<file path="config.mk">
export PLATFORM = sky130hd
export DESIGN_NAME = spimemio_arbiter
export DESIGN_NICKNAME = d
export VERILOG_FILES = /design/src/rtl/spimemio_arbiter.sv
export SDC_FILE = /design/constraint.sdc
export NUM_CORES = 1
export LEC_CHECK = 0
export BUFFER_PORTS_ARGS = -buffer_cell sky130_fd_sc_hd__buf_2
export CAP_MARGIN = 20
export CORE_MARGIN = 5
export CORE_UTILIZATION = 40
export DETAILED_ROUTE_END_ITERATION = 16
export MAX_ROUTING_LAYER = met4
export PLACE_DENSITY = 0.74
export SLEW_MARGIN = 10
export SYNTH_ARGS = -nofsm -noshare
export SYNTH_HDL_FRONTEND = slang
export SYNTH_SLANG_ARGS = --single-unit
</file>
<file path="constraint.sdc">
create_clock -name clk -period 5.2 [get_ports clk]
set_input_delay 1.56 -clock clk [delete_from_list [all_inputs] [get_ports clk]]
set_output_delay 1.56 -clock clk [all_outputs]
set_load 0.02 [all_outputs]
</file>
<file path="src/rtl/spimemio_arbiter.sv">
`timescale 1ns/1ps
// Shares the SPI flash read port between instruction fetch (m0) and data read (m1),
// serialises config-register writes between reads, and aborts reads that never complete.
module spimemio_arbiter #(
  parameter int unsigned TIMEOUT = 1024,
  localparam int unsigned CW = $clog2(TIMEOUT + 1)
) (
  input  logic        clk,
  input  logic        reset,

  input  logic        m0_valid,
  input  logic [23:0] m0_addr,
  output logic        m0_ready,
  output logic [31:0] m0_rdata,
  output logic        m0_err,

  input  logic        m1_valid,
  input  logic [23:0] m1_addr,
  output logic        m1_ready,
  output logic [31:0] m1_rdata,
  output logic        m1_err,

  input  logic [3:0]  cfg_we,
  input  logic [31:0] cfg_di,
  output logic        cfg_ready,
  output logic [31:0] cfg_do,

  output logic        mem_valid,
  output logic [23:0] mem_addr,
  input  logic        mem_ready,
  input  logic [31:0] mem_rdata,

  output logic [3:0]  cfgreg_we,
  output logic [31:0] cfgreg_di,
  input  logic [31:0] cfgreg_do
);

  typedef enum logic [1:0] {StIdle, StBusy, StResp, StCfg} state_e;

  localparam logic [CW-1:0] LastCount = CW'(TIMEOUT - 1);

  state_e        state;
  logic          prio;
  logic          gnt;
  logic          gnt_next;
  logic [CW-1:0] counter;

  assign cfg_do = cfgreg_do;

  // Single requester wins outright; on contention the one named by prio wins.
  always_comb begin
    gnt_next = m1_valid;
    if (m0_valid && m1_valid) begin
      gnt_next = prio;
    end
  end

  always_ff @(posedge clk or posedge reset) begin
    if (reset) begin
      state     <= StIdle;
      prio      <= 1'b0;
      gnt       <= 1'b0;
      counter   <= '0;
      mem_valid <= 1'b0;
      mem_addr  <= '0;
      m0_ready  <= 1'b0;
      m0_rdata  <= '0;
      m0_err    <= 1'b0;
      m1_ready  <= 1'b0;
      m1_rdata  <= '0;
      m1_err    <= 1'b0;
      cfg_ready <= 1'b0;
      cfgreg_we <= '0;
      cfgreg_di <= '0;
    end else begin
      unique case (state)
        StIdle: begin
          cfg_ready <= 1'b0;
          cfgreg_we <= '0;
          // cfg_we is still held while cfg_ready is visible; don't issue it twice.
          if ((cfg_we != 4'b0000) && !cfg_ready) begin
            state <= StCfg;
          end else if (m0_valid || m1_valid) begin
            gnt       <= gnt_next;
            mem_addr  <= gnt_next ? m1_addr : m0_addr;
            mem_valid <= 1'b1;
            counter   <= '0;
            state     <= StBusy;
          end
        end

        StBusy: begin
          if (mem_ready) begin
            if (gnt) begin
              m1_rdata <= mem_rdata;
              m1_ready <= 1'b1;
              m1_err   <= 1'b0;
            end else begin
              m0_rdata <= mem_rdata;
              m0_ready <= 1'b1;
              m0_err   <= 1'b0;
            end
            mem_valid <= 1'b0;
            state     <= StResp;
          end else if (counter == LastCount) begin
            if (gnt) begin
              m1_rdata <= 32'hFFFF_FFFF;
              m1_ready <= 1'b1;
              m1_err   <= 1'b1;
            end else begin
              m0_rdata <= 32'hFFFF_FFFF;
              m0_ready <= 1'b1;
              m0_err   <= 1'b1;
            end
            mem_valid <= 1'b0;
            state     <= StResp;
          end else begin
            counter <= counter + 1'b1;
          end
        end

        StResp: begin
          m0_ready <= 1'b0;
          m0_err   <= 1'b0;
          m1_ready <= 1'b0;
          m1_err   <= 1'b0;
          prio     <= ~gnt;
          state    <= StIdle;
        end

        StCfg: begin
          cfgreg_we <= cfg_we;
          cfgreg_di <= cfg_di;
          cfg_ready <= 1'b1;
          state     <= StIdle;
        end

        default: state <= StIdle;
      endcase
    end
  end

endmodule

</file>
==> flow_summary.yaml, run 1 <==
floorplan:
  die_area_mm2: 0.0188
  initial_core_util_pct: 40.7
  io_pins: 315
  rows: 46
  chipWidth_um: 137
  core_mm2: 0.0159
  die_h_um: 137
clock_network:
  htreeDepth: 4
  hold_buffers: 0
  cts_resized: 0
  cts.clk_slew.worst_paths_ps: 60
  numCtsBuffers: 17
  tritoncts_num_sinks: 145
  cts_root_buf: "clkbuf_16"
  cts_tree: "yes"
  cts_setup_buffers: 0
  clk_latency_ps: 420
  cts_buffer_depth: 2
critical_path:
  worstPathArrival_ps: 3680
  path_class: "primary input to flop"
  required_ps: 5500
  start_kind: "primary input"
  end_kind: "flop"
  crit_fanout: 35
yosys:
  syn_inst: 534
  ys_warn_count: 0
  syn_avg_cell_area_um2: 12.1
  yosys.cell_count.top_type: "dfrtp_1"
  ys_top_cells_by_area: "dfrtp_1 56%, mux2_2 5.6%, o22a_1 4.5%"
  syn_area_mm2: 0.00647
  syn_nets: 693
  async_reset_ff_share_pct: 100
  synthTopCellsByCount: "145 x dfrtp_1, 42 x nand2_1, 35 x buf_4, 33 x o22a_1"
  ys_ff_latch: 145
  synth_ff_type: "dfrtp_1"
  synthDominantCellAreaShare_pct: 56.1
  synth_edf_count: 0
  synth_top_area_cell: "dfrtp_1"
  yosysUniqueCellTypes: 53
  ys_seq_area_share_pct: 56.1
cells_and_area:
  diodes: 0
  area_delta_synth_final_pct: 29.0
  nets: 904
  drive_above_1_share_pct: 44.0
  filler_cell_count: 1435
  fin_area_mm2: 0.00834
drt:
  route.detailed.drc: 0
  wire_per_inst_um: 17.3
  via_per_inst: 5.08
  wl_um: 16800
  first_pass_iters: 4
  ant_nets: 0
  drt_iter0_markers: 146
  vias: 4944
sta:
  hold_slack_ps: 483
  fin_worst_skew_ps: 8.74
  final-setup-viol-count: 0
  maxSlewHeadroom_pct: 34.4
  max_freq_mhz: 296
  rsz0062_at_grt: "false"
  tightest_slew_ps: 980
  tns_ps: 0
  hold_viol_final: 0
  fin_crit_sh_pct: 65.0
  post-route-min-period_ps: 3380
  slew_violations: 0
global_routing:
  track_usage_pct: 18.5
  grt_pass1_vias: 5137
  gr-total-overflow: 0
  grt_pass1_wl_um: 26400
  grt_max_degree: 73
  antenna_found_initial: 0
placement:
  dp_hpwl_um: 12200
  io_buffer_count: 250
  gp_congestion: 0.816
  placed_cell_area_mm2: 0.00769
min_path:
  hold_class: "flop to flop"
job:
  maxCapViolCount: 0
power:
  cellLeakagePower_uw: 0.00388
  ir_drop_v: 0.000323
  power.density_mw_per_mm2: 640
status:
  status: "completed"
-- area by class of cell --
| type | instances | area [µm²] | share of cell area (%) |
|---|---|---|---|
| sequential | 145 | 3630 | 43.5 |
| inverter | 12 | 48.8 | 0.585 |
| clock buffer | 18 | 429 | 5.14 |
| multi-input combinational | 311 | 2430 | 29.2 |
| tap | 216 | 270 | 3.24 |
| clock inverter | 13 | 176 | 2.11 |
| timing repair buffer | 258 | 1360 | 16.3 |
-- kinds of logic (layout without fill, tap and decap cells) --
logic type,after synthesis,in the layout,share of synthesized area (%)
mux,59,59,9.77
fa+ha+maj,6,6,1.16
flops,145,145,56.1
compound gates,162,162,19.2
buf+inv,78,301,6.68
simple gates,84,84,7.06
-- worst max-delay path, cell delays in order --
cell and delay [ps]:
buf_2 140, inv_2 490, o31a_1 840, nor2_4 330, o22a_1 280
-- registers in the layout, indices dropped and copies added (netlist names) --
register   cells
state          2
cfgreg_di     32
mem_valid      1
m0_ready       1
cfgreg_we      4
m1_err         1
m0_rdata      32
m1_rdata      32
m1_ready       1
counter       11
mem_addr      24
m0_err         1
prio           1
cfg_ready      1
gnt            1
-- per-layer routing --
| metal | global-route usage [%] | vias up | share of wire (%) |
|---|---|---|---|
| met3 | 5.51 | 63 | 8.3 |
| met5 | - | - | 0 |
| met1 | 21.4 | 2340 | 40 |
| li1 | - | 2346 | - |
| met2 | 29.0 | 195 | 48 |
| met4 | 9.48 | 0 | 4.3 |
-- placed cells by master (no fill, tap or decap), types with 2 or more instances in the layout --
cell type,Yosys,routed
dfrtp_1,145,145
buf_4,35,5
o311ai_1,2,2
nand2b_1,3,3
inv_6,0,5
a21oi_1,7,7
nor2_1,7,7
o21bai_1,31,31
bufinv_16,0,3
inv_1,10,9
clkinvlp_4,0,4
buf_2,6,250
nor3_1,2,2
o21a_1,2,2
and4_1,2,2
o31a_1,32,32
mux2i_1,26,26
o211ai_1,7,7
a31oi_1,5,5
o22a_1,33,33
or3_1,3,3
nand2_1,42,41
a22o_1,4,4
buf_12,0,2
inv_2,2,2
o31ai_1,2,2
ha_1,6,6
nand3_1,8,8
o21ai_1,27,27
or4_1,4,4
mux2_2,32,32
clkbuf_16,0,17
-- metrics by stage --
stage / cells / setup slack (ps) / power [µW] / util, %
2_1_floorplan: 534 / 1820 / 3360 / -
3_3_place_gp: 940 / 1460 / 4040 / 48.4
3_5_place_dp: 940 / 1390 / 4100 / 48.4
4_1_cts: 971 / 1840 / 5380 / 52.2
5_1_grt: 973 / 1690 / 5670 / 52.5
6_report: 973 / 1820 / 5340 / 52.5
-- power by group --
group	internal (µW)	switching (µW)
registers	1610	261
clock network	764	502
logic	880	1320
total	3260	2080
-- final timing paths --
check	start	endpoint	slack, ps	cells past startpoint
min in group asynchronous	reset	cfgreg_di[13]	1340	2
setup reg to reg	counter[0]	m1_rdata[11]	2650	5
max in group asynchronous	reset	cfgreg_di[2]	2930	3
hold reg to reg	m1_rdata[29]	m1_rdata[29]	480	1
setup / recovery	mem_ready	m1_rdata[11]	1820	5
hold / removal	m1_rdata[29]	m1_rdata[29]	480	1
No activity file was read; power rests on OpenSTA's default activity.
==> inputs of run 2 (changes only) <==
--- a/config.mk
+++ b/config.mk
@@ -5,13 +5,14 @@
 export SDC_FILE = /design/constraint.sdc
 export NUM_CORES = 1
 export LEC_CHECK = 0
+export ABC_AREA = 1
 export BUFFER_PORTS_ARGS = -buffer_cell sky130_fd_sc_hd__buf_2
 export CAP_MARGIN = 20
 export CORE_MARGIN = 5
 export CORE_UTILIZATION = 40
 export DETAILED_ROUTE_END_ITERATION = 16
 export MAX_ROUTING_LAYER = met4
-export PLACE_DENSITY = 0.74
+export PLACE_DENSITY = 0.71
 export SLEW_MARGIN = 10
 export SYNTH_ARGS = -nofsm -noshare
 export SYNTH_HDL_FRONTEND = slang
==> constraint.sdc (replaced) <==
create_clock -name clk -period 3.3 [get_ports clk]
set_input_delay 0.99 -clock clk [delete_from_list [all_inputs] [get_ports clk]]
set_output_delay 0.99 -clock clk [all_outputs]
set_load 0.02 [all_outputs]
==> flow_summary.yaml, run 2 <==
status:
  status: "completed"
critical_path:
  path_cells: "ha_1 > nand2_2 > nor2_4 > nand3_4 > nand2_4 > nand3_2 > buf_12 > nand2_1 > o21ai_1"
  r2r_slack_ps: 1020
  end_kind: "flop"
  crit_fanout: 43
  path_class: "flop to flop"
  crit_path_top_delay_cell: "dfrtp_1"
  cpPeakStageDelay_ps: 460
  worstPathArrival_ps: 2560
  start_kind: "flop"
  required_ps: 3580
global_routing:
  grt-busiest-layer: "met2"
  grt_pass1_wl_um: 27800
  use_met2_pct: 27.7
  gr-total-overflow: 0
  grt_max_degree: 66
  grt_pass1_vias: 5422
  antenna_found_initial: 0
  gr-usage-met1_pct: 23.8
  globalRouteMet3Util_pct: 5.48
  track_usage_pct: 18.3
yosys:
  synth_top_area_cell: "dfrtp_1"
  async_reset_ff_share_pct: 100
  ys_ff_latch: 145
  syn_inst: 693
  syn_avg_cell_area_um2: 9.47
  yosysUniqueCellTypes: 27
  ys_warn_count: 0
  ys_top_cells_by_area: "dfrtp_1 55%, nand2_1 11%, mux2_2 5.5%"
  synth_ff_type: "dfrtp_1"
  synthDominantCellAreaShare_pct: 55.3
  synthTopCellsByCount: "189 x nand2_1, 145 x dfrtp_1, 54 x o21ai_0, 50 x nor2_1"
  syn_nets: 852
  syn_area_mm2: 0.00657
  ys_seq_area_share_pct: 55.3
  yosys.cell_count.top_type: "nand2_1"
  synth_edf_count: 0
drt:
  first_pass_iters: 5
  ant_nets: 0
  wire_per_inst_um: 14.8
  drt_iter0_markers: 286
  via_per_inst: 4.71
  wl_um: 16700
  vias: 5344
  route.detailed.drc: 0
clock_network:
  cts_resized: 0
  cts_buffer_depth: 2
  cts.clk_slew.worst_paths_ps: 60
  cts_setup_buffers: 0
  numCtsBuffers: 17
  cts_tree: "yes"
  clk_latency_ps: 410
  tritoncts_num_sinks: 145
  cts_root_buf: "clkbuf_16"
  hold_buffers: 0
  htreeDepth: 4
sta:
  hold_viol_final: 0
  final-setup-viol-count: 0
  rsz0062_at_grt: "false"
  post-route-min-period_ps: 2280
  maxSlewHeadroom_pct: 63.4
  tightest_slew_ps: 549
  max_freq_mhz: 438
  fin_worst_skew_ps: 12.2
  tns_ps: 0
  fin_crit_sh_pct: 69.1
  slew_violations: 0
min_path:
  hold_class: "flop to flop"
power:
  ir_drop_v: 0.000617
  finalPower_uw: 8580
  cellLeakagePower_uw: 0.00446
  power.density_mw_per_mm2: 1030
cells_and_area:
  seqCellArea_mm2: 0.00363
  layout_commonest_cell: "buf_2"
  nets: 1065
  largestRegisters: "cfgreg_di x32, m0_rdata x32, m1_rdata x32"
  filler_cell_count: 1498
  multi_input_comb_area_mm2: 0.00232
  final_cell_mix: "250 x buf_2, 189 x nand2_1, 145 x dfrtp_1"
  fin_area_mm2: 0.00836
  drive_above_1_share_pct: 39.1
  diodes: 0
  area_delta_synth_final_pct: 27.4
placement:
  gp_congestion: 0.813
  dp_hpwl_um: 12700
  placed_cell_area_mm2: 0.00775
  io_buffer_count: 250
floorplan:
  rows: 46
  die_area_mm2: 0.0191
  die_h_um: 138
  chipWidth_um: 138
  initial_core_util_pct: 41.0
  core_mm2: 0.0160
  io_pins: 315
job:
  maxCapViolCount: 0
[run 2: changes by cell type after synthesis, moves of 7 or more]
cell	delta
o21ai_2	+26
o21ai_0	+54
nor2_1	+43
clkbuf_1	-10
o211ai_1	-7
o31a_1	-32
nand3_1	+14
inv_1	+31
o21ai_1	+14
nand2_1	+147
o21bai_1	-31
buf_6	+12
mux2i_1	-26
o22a_1	-33
[run 2: worst paths after layout]
check	from	depth (start not counted)	to
max	counter[0]	9	m0_rdata[7]
min	m1_rdata[11]	2	m1_rdata[11]
max reg2reg	counter[0]	9	m0_rdata[7]
min reg2reg	m1_rdata[11]	2	m1_rdata[11]
max in group asynchronous	reset	3	counter[8]
min in group asynchronous	reset	3	cfgreg_di[18]
[run 2: cell families after synthesis]
logic type                 after synthesis  share of synthesized area [%]
buffers and inverters                  108                           9.51
xor gates and xnor gates                 3                          0.400
DFF                                    145                           55.3
AOI/OAI and AO/OA                      126                           11.2
muxes                                   32                           5.49
adders and majority gates                6                           1.14
and+or+nand+nor                        273                           17.0
[run 2: report_power, final]
part           leakage, µW  internal, µW  switching, µW
Sequential         0.00179          2600            454
Clock             0.000302          1270            744
Combinational      0.00237          1250           2260
Total              0.00446          5120           3460
[run 2: per-layer routing]
layer  routed length, µm  part of all wire (%)
met1                7350                    44
met2                7810                    47
met3                1290                   7.7
met4                 289                   1.7
met5                   0                     0
[run 2: area by class of cell]
cell class / instances / share of cell area [%]
Tap cell: 216 / 3.23
Sequential cell: 145 / 43.4
Inverter: 43 / 1.97
Clock buffer: 19 / 5.18
Multi-Input combinational cell: 440 / 27.7
Timing Repair Buffer: 259 / 16.4
Clock inverter: 12 / 2.18
[run 2: through the flow]
step | std cells | hold slack [ps] | setup slack [ps] | utilization, %
6_report | 1134 | 476 | 1020 | 52.3
5_1_grt | 1134 | 497 | 823 | 52.3
4_1_cts | 1134 | 477 | 1010 | 52.3
3_5_place_dp | 1103 | 463 | 876 | 48.4
3_3_place_gp | 1103 | 459 | 925 | 48.4
2_1_floorplan | 693 | 453 | 491 | -
[run 2: critical path, delay by kind of cell (launching register included)]
family | cells | cell delay (ps)
AOI/OAI and AO/OA | 1 | 70
DFF | 1 | 460
adders and majority gates | 1 | 260
buffers and inverters | 1 | 370
and+or+nand+nor | 6 | 940
==> inputs of run 3 (changes only) <==
--- a/config.mk
+++ b/config.mk
@@ -12,7 +12,7 @@
 export CORE_UTILIZATION = 40
 export DETAILED_ROUTE_END_ITERATION = 16
 export MAX_ROUTING_LAYER = met4
-export PLACE_DENSITY = 0.71
+export PLACE_DENSITY = 0.73
 export SLEW_MARGIN = 10
 export SYNTH_ARGS = -nofsm -noshare
 export SYNTH_HDL_FRONTEND = slang
==> constraint.sdc (replaced) <==
create_clock -name clk -period 1.9 [get_ports clk]
set_input_delay 0.57 -clock clk [delete_from_list [all_inputs] [get_ports clk]]
set_output_delay 0.57 -clock clk [all_outputs]
set_load 0.02 [all_outputs]
==> flow_summary.yaml, run 3 (synthesized netlist as in run 2, its figures left out) <==
floorplan:
  io_pins: 315
  rows: 46
  die_area_mm2: 0.0191
  chipWidth_um: 138
  initial_core_util_pct: 41.0
  die_h_um: 138
  core_mm2: 0.0160
sta:
  hold_viol_final: 0
  fin_crit_sh_pct: 92.6
  slew_violations: 0
  tns_ps: 0
  maxSlewHeadroom_pct: 64.8
  post-route-min-period_ps: 1760
  fin_worst_skew_ps: 10.9
  tightest_slew_ps: 528
  rsz0062_at_grt: "true"
  max_freq_mhz: 568
  final-setup-viol-count: 0
min_path:
  hold_class: "primary input to asynchronous set/reset pin"
critical_path:
  start_kind: "flop"
  ff2ff_path_depth: 9
  worstPathArrival_ps: 2060
  crit_path_top_delay_cell: "dfrtp_1"
  reg2reg_to: "m1_rdata[21]"
  path_cells: "ha_1 > nand2_2 > nor2_4 > nand3_4 > nand2_4 > nand3_2 > buf_12 > nand2_1 > o21ai_2"
  crit_fanout: 33
  required_ps: 2200
  end_kind: "flop"
  cpPeakStageDelay_ps: 400
  path_buf_inv: 1
  r2r_slack_ps: 140
  r2r_start: "counter[1]"
  path_class: "flop to flop"
  path_delay_family: "simple AND/OR/NAND/NOR gates"
clock_network:
  htreeDepth: 4
  clk_latency_ps: 420
  cts_setup_buffers: 0
  cts.clk_slew.worst_paths_ps: 70
  hold_buffers: 0
  numCtsBuffers: 17
  cts_buffer_depth: 2
  cts_resized: 1
  cts_tree: "yes"
  cts_root_buf: "clkbuf_16"
  tritoncts_num_sinks: 145
cells_and_area:
  final_cell_mix: "250 x buf_2, 188 x nand2_1, 145 x dfrtp_1"
  largestRegisters: "cfgreg_di x32, m0_rdata x32, m1_rdata x32"
  diodes: 0
  layout_commonest_cell: "buf_2"
  nets: 1069
  area_delta_synth_final_pct: 28.3
  drive_above_1_share_pct: 39.9
  stdcell_count: 1139
global_routing:
  gr-total-overflow: 0
  grt_pass1_wl_um: 26800
  grt_pass1_vias: 5383
  antenna_found_initial: 0
  grt_max_degree: 78
  track_usage_pct: 17.5
placement:
  gp_congestion: 0.807
  dp_hpwl_um: 12000
  io_buffer_count: 250
  dp_cells: 1107
status:
  status: "completed"
drt:
  route.detailed.drc: 0
  wl_um: 16000
  ant_nets: 0
  vias: 5328
  first_pass_iters: 6
  wire_per_inst_um: 14.1
  drt_iter0_markers: 275
  via_per_inst: 4.68
power:
  power.density_mw_per_mm2: 1750
  cellLeakagePower_uw: 0.00448
  finalPower_uw: 14800
  ir_drop_v: 0.00120
job:
  maxCapViolCount: 0
## run 3: area by class of cell
type	count	area [µm²]
Clock inverter	14	144
Fill cell	1458	7580
Timing Repair Buffer	263	1450
Multi-Input combinational cell	440	2330
Clock buffer	18	439
Inverter	43	165
Tap cell	216	270
Sequential cell	145	3630
## run 3: worst max path at each step
stage | slack [ps] | cells after the start | start | end
after detailed placement | 60 | 9 | state[1] | counter[5]
after floorplan | -490 | 1 | reset | cfg_ready
after global routing | -30 | 8 | state[0] | mem_addr[0]
after CTS | 110 | 9 | state[1] | counter[8]
final | 140 | 9 | counter[1] | m1_rdata[21]
after global placement | 110 | 6 | m1_valid | mem_addr[6]
## run 3: layer usage
layer | vias to the layer above | share of wire (%) | global-route usage (%)
met5 | - | 0 | -
met2 | 237 | 46 | 27.0
met4 | 0 | 1.4 | 4.89
met3 | 21 | 8.1 | 5.17
met1 | 2423 | 44 | 22.7
li1 | 2647 | - | -
## run 3: tightest hold or removal path: cells and delay by family
kind	cells	cell delay [ps]
buffers and inverters	3	510
## run 3: report_power, final
part | internal [µW] | leakage (µW) | switching [µW]
sequential | 4510 | 0.00179 | 778
clock | 1880 | 0.000280 | 1390
combinational | 2260 | 0.00241 | 3950
## run 3: metrics by stage
stage	area, µm²	hold WS, ps	util (%)	setup WS (ps)
2_1_floorplan	6570	453	-	-489
3_3_place_gp	7830	458	48.9	109
3_5_place_dp	7830	465	48.9	61.1
4_1_cts	8410	289	52.6	107
5_1_grt	8420	312	52.6	-32.4
6_report	8420	265	52.6	140
